`src/rtl/rr_lock_arbiter.sv`:
```
// rr_lock_arbiter: N-input valid/ready arbiter with address payload, round-robin or fixed-priority grant.
// Latency: zero cycles; out_valid/address/chosen/in_ready are combinational from state and inputs.
// Backpressure: a stalled grant is locked until it fires, so the payload stays stable and later arrivals wait.
// Ports:
//   clock, reset                      single clock, synchronous active-high reset
//   io_in_valid / io_in_ready         per-requester handshake, bit i = requester i
//   io_in_bits_address                packed payloads, requester i at [i*ADDR_W +: ADDR_W]
//   io_out_valid / io_out_ready       arbitrated handshake toward the shared channel
//   io_out_bits_address / _chosen     payload and index of the granted requester
module rr_lock_arbiter #(
  parameter int N_IN    = 4,
  parameter int ADDR_W  = 32,
  parameter int RR_MODE = 1,
  localparam int CHOSEN_W = (N_IN > 1) ? $clog2(N_IN) : 1
) (
  input  logic                     clock,
  input  logic                     reset,
  input  logic [N_IN-1:0]          io_in_valid,
  input  logic [N_IN*ADDR_W-1:0]   io_in_bits_address,
  output logic [N_IN-1:0]          io_in_ready,
  output logic                     io_out_valid,
  output logic [ADDR_W-1:0]        io_out_bits_address,
  output logic [CHOSEN_W-1:0]      io_out_bits_chosen,
  input  logic                     io_out_ready
);

  logic [CHOSEN_W-1:0] last_grant;
  logic                locked;
  logic [CHOSEN_W-1:0] lock_idx;

  logic [CHOSEN_W-1:0] search_start;
  logic [CHOSEN_W-1:0] free_grant;
  logic                free_found;
  logic [CHOSEN_W-1:0] grant;
  logic                sel_valid;
  logic                fire;
  int                  cand;

  // Unlocked choice: scan N_IN candidates starting after the last winner
  // (or at 0 in fixed-priority mode). The wrap is an explicit compare so
  // non-power-of-2 N_IN never produces an index >= N_IN.
  always_comb begin
    search_start = '0;
    if (RR_MODE != 0) begin
      search_start = (last_grant == CHOSEN_W'(N_IN - 1)) ? '0
                                                          : last_grant + CHOSEN_W'(1);
    end
    free_grant = '0;
    free_found = 1'b0;
    cand       = 0;
    for (int k = 0; k < N_IN; k++) begin
      cand = int'(search_start) + k;
      if (cand >= N_IN) cand = cand - N_IN;
      if (!free_found && io_in_valid[cand]) begin
        free_found = 1'b1;
        free_grant = CHOSEN_W'(cand);
      end
    end
  end

  // A held grant ignores every other requester until it fires or withdraws.
  assign grant = locked ? lock_idx : free_grant;

  always_comb begin
    sel_valid           = 1'b0;
    io_out_bits_address = io_in_bits_address[ADDR_W-1:0];
    for (int i = 0; i < N_IN; i++) begin
      if (grant == CHOSEN_W'(i)) begin
        sel_valid           = io_in_valid[i];
        io_out_bits_address = io_in_bits_address[i*ADDR_W +: ADDR_W];
      end
    end
  end

  assign io_out_valid       = sel_valid & ~reset;
  assign io_out_bits_chosen = grant;
  assign fire               = io_out_valid & io_out_ready;

  always_comb begin
    for (int i = 0; i < N_IN; i++) begin
      io_in_ready[i] = fire & (grant == CHOSEN_W'(i));
    end
  end

  // Reset value N_IN-1 makes the first round-robin search begin at index 0.
  always_ff @(posedge clock) begin
    if (reset) begin
      last_grant <= CHOSEN_W'(N_IN - 1);
      locked     <= 1'b0;
      lock_idx   <= '0;
    end else if (fire) begin
      locked <= 1'b0;
      if (RR_MODE != 0) last_grant <= grant;
    end else if (io_out_valid) begin
      // Stalled: hold this grant so the payload cannot change under the consumer.
      locked   <= 1'b1;
      lock_idx <= grant;
    end else if (locked) begin
      // Held requester dropped valid; release and re-arbitrate next cycle.
      locked <= 1'b0;
    end
  end

  always_ff @(posedge clock) begin
    if (!reset && io_out_valid) begin
      assert (int'(io_out_bits_chosen) < N_IN);
    end
  end

endmodule

```
`config.mk`:
```
export PLATFORM = sky130hd
export DESIGN_NAME = rr_lock_arbiter
export DESIGN_NICKNAME = d
export VERILOG_FILES = /design/src/rtl/rr_lock_arbiter.sv
export SDC_FILE = /design/constraint.sdc
export NUM_CORES = 1
export LEC_CHECK = 0
export ABC_CLOCK_PERIOD_IN_PS = 4720
export CORE_ASPECT_RATIO = 1.2
export CORE_MARGIN = 5
export CORE_UTILIZATION = 30
export DETAILED_ROUTE_END_ITERATION = 8
export PLACE_DENSITY = 0.94
export SLEW_MARGIN = 20
export SYNTH_ARGS = -nofsm -noshare
export SYNTH_HDL_FRONTEND = slang
export SYNTH_SLANG_ARGS = --single-unit
```
`constraint.sdc`:
```
create_clock -name clock -period 4.72 [get_ports clock]
set_input_delay 0.944 -clock clock [delete_from_list [all_inputs] [get_ports clock]]
set_output_delay 0.944 -clock clock [all_outputs]
set_load 0.03 [all_outputs]
```
==> flow_summary_export.csv <==
group,metric,value,unit
finish,layout_commonest_cell,"clkdlybuf4s50_1",
finish,diodes,0,
placed_design,port_buffers,173,
status,status,"finished clean",
floorplan,die_x,79.56,um
critical_path,crit_slowest_cell,"a221oi_4",
sta,slew_headroom,75.05,%
sta,maxSlewViolCount,0,
grt,grt.met3_usage,7.033,%
finish,drive_gt1_share,21.38,%
routing,route.vias.total,2568,
critical_path,startpoint_type,"input port",
flow_run,drv_cap,0,
placed_design,preCtsSetupSlack,-0.1963,ns
grt,grt_pass1_wl,12610,um
synth,yosys_warnings,0,
placed_design,dp_hpwl,7452,um
routing,drt_first_pass_iters,4,
min_path,hp-class,"reg2reg",
sta,hold_viol,0,
sta,max_freq,223.6,MHz
critical_path,crit_chain,"dlygate4sd2_1 > mux2i_1 > mux2_2 > buf_4 > a41oi_2 > a221oi_4 > buf_4 > mux2_2 > mux2i_2 > nor2_1 > dlygate4sd2_1",
floorplan,coreArea,5668,um2
finish,final_cell_mix,"clkdlybuf4s50_1 (130), buf_4 (65), mux2i_1 (36)",
floorplan,start_util,30.73,%
sta,rsz0062_at_grt,"no",
synth,synth.distinct_cells,40,
sta,fin_ws,0.2480,ns
critical_path,arrival,3.53,ns
floorplan,die_h,93.47,um
grt,grt_start_max_net_pins,25,
critical_path,critPathRequiredTime,3.78,ns
floorplan,io_pins,174,
synth,synth_top_flop_cell,"dfxtp_1",
floorplan,fp.dieArea,7436,um2
grt,grt_remaining_overflow,0,
critical_path,path_delay_family,"multiplexers",
synth,ys_seq_area_share,5.747,%
sta,finalSetupViolCount,0,
routing,ant_nets,0,
grt,grt_use_met1,21.53,%
sta,period_share,94.75,%
grt,first_global_vias,2585,
synth,synth_cells,229,
critical_path,critical-path-max-stage-delay,0.37,ns
sta,skew,0.005336,ns
floorplan,placementRows,30,
synth,syn_area,1742,um2
critical_path,criticalPathCategory,"in2out",
clock_network,clk_path_buf_depth,2,
routing,drc,0,
clock_network,clock_sinks,5,
finish,design_area,3909,um2
pwr,vdd_ir_drop_max,0.4468,mV
routing,drt_iter0_drc,67,
synth,ys_ff_latch,5,
finish,finalNetCount,574,
pwr,p_leak,0.001764,uW
synth,synth-edff-count,0,
grt,met2_usage,41.43,%
finish,fin_util,68.96,%
finish,area_growth,124.4,%
placed_design,dpl-instance-area,3810,um2
grt,grtUsageTotal,21.23,%
grt,busiest_layer,"met2",
clock_network,cts_buffers,3,
clock_network,clkSlewWorstSetupHoldPaths,0.04,ns
synth,synthArstFlopShare,0,%
clock_network,clock_latency,0.23,ns
sta,worst_pin_slew,0.3737,ns
clock_network,cts_hold_buf,0,
synth,synth.avg_cell_area,7.606,um2
finish,n_fill_cell,444,
routing,wl,8735,um
placed_design,gp_congestion,0.9391,
routing,vias_per_cell,4.986,
pwr,power_density,813.0,nW/um2
sta,setup-tns-final,0,ns
clock_network,htree_num_levels,1,
routing,wl_per_cell,16.96,um
clock_network,cts_root_buffer,"clkbuf_8",
critical_path,crit_fanout,7,
grt,antenna_found_initial,0,
clock_network,cts_tree,"built",
synth,synth_nets,367,
critical_path,path_buf_inv,4,
sta,finalCriticalPeriod,4.472,ns
critical_path,critical_path.endpoint_type,"output pin",
cell type report:
cell class	count	area [um2]	share of cell area (%)
multi-input combinational	192	1464	37.45
tap	80	100.1	2.561
inverter	8	30.03	0.7682
sequential	5	100.1	2.561
clock buffer	4	45.04	1.152
timing repair buffer	226	2170	55.51
layer usage:
| layer | up-vias | part of all wire (%) | wire length [um] |
|---|---|---|---|
| li1 | 1278 | - | - |
| met1 | 1164 | 35 | 3043 |
| met5 | - | 0 | 0 |
| met4 | 0 | 1.4 | 120 |
| met2 | 113 | 54 | 4682 |
| met3 | 13 | 10 | 889 |
through the flow:
step | total power, uW | hold slack (ns) | cells
6_report | 3178 | 0.5309 | 515
5_1_grt | 3376 | 0.5701 | 515
4_1_cts | 3140 | 0.5274 | 512
3_5_place_dp | 3112 | 0.5186 | 506
3_3_place_gp | 3056 | 0.5133 | 506
2_1_floorplan | 1884 | 0.4982 | 229
what timing repair did:
action,in CTS,in global routing
pin swaps,2,2
endpoints found under the setup margin,21,33
gates resized for setup,18,9
setup buffers,2,3
final timing paths:
| path | startpoint | endpoint | slack [ns] | cells after the start |
|---|---|---|---|---|
| worst max-delay path | io_in_valid[0] | io_out_valid | 0.25 | 11 |
| worst max register to register | last_grant[0] | lock_idx[1] | 1.54 | 12 |
| worst min register to register | lock_idx[0] | lock_idx[0] | 0.53 | 2 |
| worst min-delay path | lock_idx[0] | lock_idx[0] | 0.53 | 2 |
state kept, by name, summed over array words and instances, names as in the netlist:
signal,flops
last_grant,2
lock_idx,2
locked,1
worst reg2reg max path, stage by stage, from the launching register on:
cell and delay [ns]:
dfxtp_1 0.39, inv_1 0.08, ha_1 0.23, nor2_1 0.25, mux2_2 0.42, nand3_1 0.10, o211ai_1 0.13, a221oi_4 0.34
buf_4 0.18, mux2_2 0.35, buf_4 0.16, a221o_1 0.32, o311a_1 0.12
cell families (layout without fill, tap and decap cells):
family | after synthesis | count (layout) | synth area share (%)
AO/OA/AOI/OAI | 87 | 87 | 34.84
XOR/XNOR | 1 | 1 | 0.5030
adder cells (fa/ha/maj) | 3 | 3 | 2.155
buffers and inverters | 32 | 238 | 11.28
flip-flops | 5 | 5 | 5.747
multiplexers | 43 | 43 | 26.44
AND/OR/NAND/NOR | 58 | 58 | 19.04
synth_stat cells, types with 5 or more instances:
cell type  instances  share of area (%)
buf_6              5                3.2
mux2i_1           37                 21
nor2b_1           33                 12
buf_2             10                2.9
inv_1              7                1.5
nor2_1             6                1.3
a21oi_1           35                 10
nor3_1             6                1.7
dfxtp_1            5                5.7
clkbuf_1           5                1.1
a211oi_1          32                 14
report_power, final:
group	switching (uW)	internal [uW]	leakage, uW
logic	1620	1400	0.00170
clock network	22.7	58.1	0.0000228
registers	16.9	55.5	0.0000410
Power figures use the tool's default switching activity.
